<file path="src/rtl/moore_seq_pkg.sv">
// moore_seq_pkg -- shared constants for the Moore sequence detector.
//   PAT_W_MIN / PAT_W_MAX : legal range of the pattern length parameter
//   mode_e                : match mode encoding (non-overlapping / overlapping)
package moore_seq_pkg;

  localparam int PAT_W_MIN = 2;
  localparam int PAT_W_MAX = 16;

  typedef enum logic {
    MODE_NONOVL = 1'b0,
    MODE_OVL    = 1'b1
  } mode_e;

endpackage

</file>
<file path="src/rtl/seq_sat_counter.sv">
// seq_sat_counter -- counter that increments by one per request and sticks
// at its all-ones value.
//   clk_i  : clock, rising edge
//   rst_ni : asynchronous active-low reset, clears the count
//   inc_i  : increment request for this cycle
//   cnt_o  : current count (registered)
module seq_sat_counter #(
  parameter int CNT_W = 8
) (
  input  logic             clk_i,
  input  logic             rst_ni,
  input  logic             inc_i,
  output logic [CNT_W-1:0] cnt_o
);

  logic [CNT_W-1:0] cnt_q;
  logic [CNT_W-1:0] cnt_d;

  always_comb begin
    cnt_d = cnt_q;
    if (inc_i && (cnt_q != {CNT_W{1'b1}})) begin
      cnt_d = cnt_q + 1'b1;
    end
  end

  always_ff @(posedge clk_i or negedge rst_ni) begin
    if (!rst_ni) begin
      cnt_q <= '0;
    end else begin
      cnt_q <= cnt_d;
    end
  end

  assign cnt_o = cnt_q;

endmodule

</file>
<file path="src/rtl/moore_seq_detector.sv">
// moore_seq_detector -- serial bit-pattern detector with a registered (Moore)
// match flag, runtime-loadable pattern and overlapping/non-overlapping mode.
//   clk         : clock, rising edge
//   rst         : asynchronous active-low reset
//   cfg_load    : capture cfg_pattern / cfg_overlap this cycle (beats in_valid)
//   cfg_pattern : pattern, MSB is the first bit received
//   cfg_overlap : 1 = overlapping matches, 0 = non-overlapping
//   in_valid    : qualifies the serial input bit
//   in          : serial data bit
//   out         : match flag, high for one cycle after the completing bit
//   match_cnt   : saturating match count, only when MOORE_SEQ_MATCH_CNT_EN
//                 is defined
// Optional feature macro: MOORE_SEQ_MATCH_CNT_EN.
module moore_seq_detector
  import moore_seq_pkg::*;
#(
  parameter int PAT_W = 4,
  parameter int CNT_W = 8
) (
  input  logic             clk,
  input  logic             rst,
  input  logic             cfg_load,
  input  logic [PAT_W-1:0] cfg_pattern,
  input  logic             cfg_overlap,
  input  logic             in_valid,
  input  logic             in,
  output logic             out
`ifdef MOORE_SEQ_MATCH_CNT_EN
  ,
  output logic [CNT_W-1:0] match_cnt
`endif
);

  if (PAT_W < PAT_W_MIN || PAT_W > PAT_W_MAX) begin : g_pat_w_check
    $error("moore_seq_detector: PAT_W=%0d outside %0d..%0d",
           PAT_W, PAT_W_MIN, PAT_W_MAX);
  end

  localparam int FILL_W = $clog2(PAT_W + 1);
  localparam logic [FILL_W-1:0] FILL_FULL = FILL_W'(PAT_W);

  logic [PAT_W-1:0]  hist_q, hist_d;
  logic [FILL_W-1:0] fill_q, fill_d;
  logic [PAT_W-1:0]  pat_q,  pat_d;
  mode_e             mode_q, mode_d;
  logic              out_q,  out_d;

  logic [PAT_W-1:0]  hist_shift;
  logic [FILL_W-1:0] fill_inc;

  // State register
  always_ff @(posedge clk or negedge rst) begin
    if (!rst) begin
      hist_q <= '0;
      fill_q <= '0;
      pat_q  <= '0;
      mode_q <= MODE_OVL;
      out_q  <= 1'b0;
    end else begin
      hist_q <= hist_d;
      fill_q <= fill_d;
      pat_q  <= pat_d;
      mode_q <= mode_d;
      out_q  <= out_d;
    end
  end

  // Next-state logic. The match decision looks at the post-shift history so
  // the flag registered on this edge reflects the bit just sampled.
  always_comb begin
    hist_shift = {hist_q[PAT_W-2:0], in};
    fill_inc   = (fill_q == FILL_FULL) ? fill_q : fill_q + 1'b1;

    hist_d = hist_q;
    fill_d = fill_q;
    pat_d  = pat_q;
    mode_d = mode_q;
    out_d  = 1'b0;

    if (cfg_load) begin
      // A simultaneous input bit is dropped: the new pattern starts clean.
      pat_d  = cfg_pattern;
      mode_d = mode_e'(cfg_overlap);
      fill_d = '0;
    end else if (in_valid) begin
      hist_d = hist_shift;
      fill_d = fill_inc;
      out_d  = (hist_shift == pat_q) && (fill_inc == FILL_FULL);
      // Non-overlapping: the next match needs PAT_W new bits; the stale
      // history is masked by the fill counter, so it need not be cleared.
      if (out_d && (mode_q == MODE_NONOVL)) begin
        fill_d = '0;
      end
    end
  end

  // Output logic: the flag comes straight from state.
  always_comb begin
    out = out_q;
  end

`ifdef MOORE_SEQ_MATCH_CNT_EN
  seq_sat_counter #(
    .CNT_W (CNT_W)
  ) u_match_cnt (
    .clk_i  (clk),
    .rst_ni (rst),
    .inc_i  (out_d),
    .cnt_o  (match_cnt)
  );
`endif

endmodule
</file>
<file path="config.mk">
export PLATFORM = sky130hd
export DESIGN_NAME = moore_seq_detector
export DESIGN_NICKNAME = d
export VERILOG_FILES = /design/src/rtl/moore_seq_pkg.sv /design/src/rtl/seq_sat_counter.sv /design/src/rtl/moore_seq_detector.sv
export SDC_FILE = /design/constraint.sdc
export NUM_CORES = 1
export LEC_CHECK = 0
export ABC_AREA = 1
export BUFFER_PORTS_ARGS = -buffer_cell sky130_fd_sc_hd__buf_2
export CAP_MARGIN = 25
export CORE_MARGIN = 1.5
export CORE_UTILIZATION = 25
export DETAILED_ROUTE_END_ITERATION = 10
export GPL_ROUTABILITY_DRIVEN = 0
export PLACE_DENSITY = 0.52
export RECOVER_POWER = 100
export REMOVE_ABC_BUFFERS = 1
export SLEW_MARGIN = 20
export SYNTH_ARGS = -nofsm -noshare
export SYNTH_HDL_FRONTEND = slang
export SYNTH_HIERARCHICAL = 1
export SYNTH_SLANG_ARGS = --single-unit
export TNS_END_PERCENT = 20
</file>
<file path="constraint.sdc">
create_clock -name clk -period 1.95 [get_ports clk]
set_clock_uncertainty 0.05 [all_clocks]
set_input_delay 0 -clock clk [delete_from_list [all_inputs] [get_ports clk]]
set_output_delay 0 -clock clk [all_outputs]
set_load 0.02 [all_outputs]
</file>
==> results.cfg <==
[status]
outcome = finished, violations left
violations = negative hold slack

[routing]
vias = 507
drtAntennaViolNets = 0
drt_iter0_drc = 11
routed_wl_um = 1180
drc_errors = 0
viasPerCell = 4.19
avgRoutedWirePerCell_um = 9.77
drtPass1Iterations = 4

[power_and_ir_drop]
p_sw_uw = 148
power_uw = 552
p_leak_uw = 0.000383
powerDensity_nw_per_um2 = 691
pwr-share-comb = 0.193
switching_share = 0.268
internal-power_uw = 404
seqPwrFrac = 0.525
ir_drop_uv = 391
clockPowerShare = 0.282

[critical_path]
critPathKind = register to register
cp_slowest_cell = dfrtp_1
crit_top_cell = nand2_1
worstSetupStartpointType = register
cp_cell_sequence = inv_1 > ha_1 > nand2_1 > nand2_1 > nand3_2 > nor2_1 > nand3_1 > nand2_1 > nand2_1
end_kind = register
arrival_ps = 1520
cp.required_ps = 2060
path_buf_inv = 1
max_stage_delay_ps = 400
cp_top_family = simple AND/OR/NAND/NOR gates
cp_max_fo = 3

[clock_network]
clock_latency_ps = 270
cts_tree = done
postCtsSetupBuffers = 0
clockBufferDepth = 2
htreeDepth = 1
cts_buffers = 3
cts_root_buf = clkbuf_4
cts_hold_buf = 9
cts_resized = 0
path_clk_slew_ps = 70
cts_sinks = 12

[synthesis]
syn_area_per_cell_sq_um = 8.67
ys_ff_latch = 12
yosys_warnings = 6
synthCells = 71
ys_seq_area_frac = 0.490
syn_area_sq_um = 616
synth_cell_types = 17

[sta]
maxSlewViolCount = 0
finalCritPeriodShare = 0.723
worstMarginPinSlew_ps = 679
min_period_ps = 1410
fin_tns_setup_ps = 0
slew_headroom = 0.547
final-hold-violation-count = 1
holdWs_ps = -17.1
max_freq_mhz = 709
rsz0062_at_grt = no
setup_violations = 0

[finish]
area_growth_pct = 29.7
n_antenna_cell = 0
final_nets = 106
layout-drive-gt1-share = 0.151
final_cell_mix = nand2_1 (22), dfrtp_1 (11), inv_1 (9), dlygate4sd3_1 (9), buf_2 (7)
layout_commonest_cell = nand2_1

[placed_design]
numPortBuffers = 10
hpwl_um = 863

[flow_run]
drv_cap = 0

[global_routing]
antenna_found_initial = 0
grt_pass1_wl_um = 2060
grt_max_degree = 13
track_usage = 0.102
first_global_vias = 547
grt_overflow = 0

[floorplanning]
ios = 11
rows = 17
design.die.area_sq_um = 2770
die_w_um = 52.6
die_h_um = 52.6
core_area_sq_um = 2280
initial_core_util = 0.270

[min_path]
min_path_type = input port to register
[routing by layer]
metal | vias up | track usage | routed length, um
met4 | 0 | 0.0684 | 14
met1 | 232 | 0.112 | 533
met3 | 2 | 0.0171 | 35
li1 | 260 | - | -
met5 | - | 0 | 0
met2 | 13 | 0.177 | 598
[synthesized netlist by cell type, drive strengths merged]
cell | n | share of area
nand2 | 22 | 0.14
dfrtp | 11 | 0.45
inv | 11 | 0.067
nor2 | 7 | 0.067
o21ai | 6 | 0.049
mux2 | 3 | 0.055
nand3 | 3 | 0.033
xnor2 | 3 | 0.043
ha | 2 | 0.041
buf | 1 | 0.0081
dfstp | 1 | 0.043
o22ai | 1 | 0.010
[power groups by stage]
| stage | combinational [uW] | sequential [uW] | clock (uW) |
|---|---|---|---|
| after floorplan | 69.3 | 291 | 0 |
| after global placement | 95.4 | 295 | 0 |
| after detailed placement | 97.6 | 295 | 0 |
| after CTS | 112 | 291 | 168 |
| after global routing | 124 | 293 | 177 |
| final | 106 | 290 | 156 |
[through the flow]
step	instances	utilization	setup WS [ps]	instance area (sq um)
after detailed placement	108	0.306	574	696
after global placement	108	0.306	636	696
after global routing	121	0.351	361	798
final	121	0.351	540	798
after floorplan	70	-	670	611
after CTS	121	0.357	544	812
[state kept, by name (all words and copies together), names as in the netlist]
signal  cells
fill_q      3
hist_q      3
mode_q      1
out         1
pat_q       4
[area by class of cell]
class | count | area, sq um
clock buffer | 4 | 26.3
fill | 245 | 1480
inverter | 11 | 41.3
multi-input combinational | 47 | 258
sequential | 12 | 302
tap | 28 | 35.0
timing repair buffer | 19 | 136
[cells by family (layout without fill, tap and decap cells)]
logic type / Yosys count / after routing / share of synthesized area
muxes: 3 / 3 / 0.0549
AOI/OAI and AO/OA: 7 / 7 / 0.0589
adders and majority gates: 2 / 2 / 0.0406
and+or+nand+nor: 32 / 32 / 0.238
xor gates and xnor gates: 3 / 3 / 0.0427
buffers and inverters: 12 / 34 / 0.0752
DFF: 12 / 12 / 0.490
[worst paths after layout]
| check | end | cells after the start | startpoint | slack [ps] |
|---|---|---|---|---|
| max | fill_q[2] | 9 | fill_q[0] | 540 |
| min | mode_q | 2 | cfg_load | -20 |
| max reg2reg | fill_q[2] | 9 | fill_q[0] | 540 |
| min reg2reg | mode_q | 2 | mode_q | 440 |
| max in group asynchronous | out | 2 | rst | 1190 |
| min in group asynchronous | pat_q[3] | 2 | rst | 230 |
(Power assumes the default switching activity.)
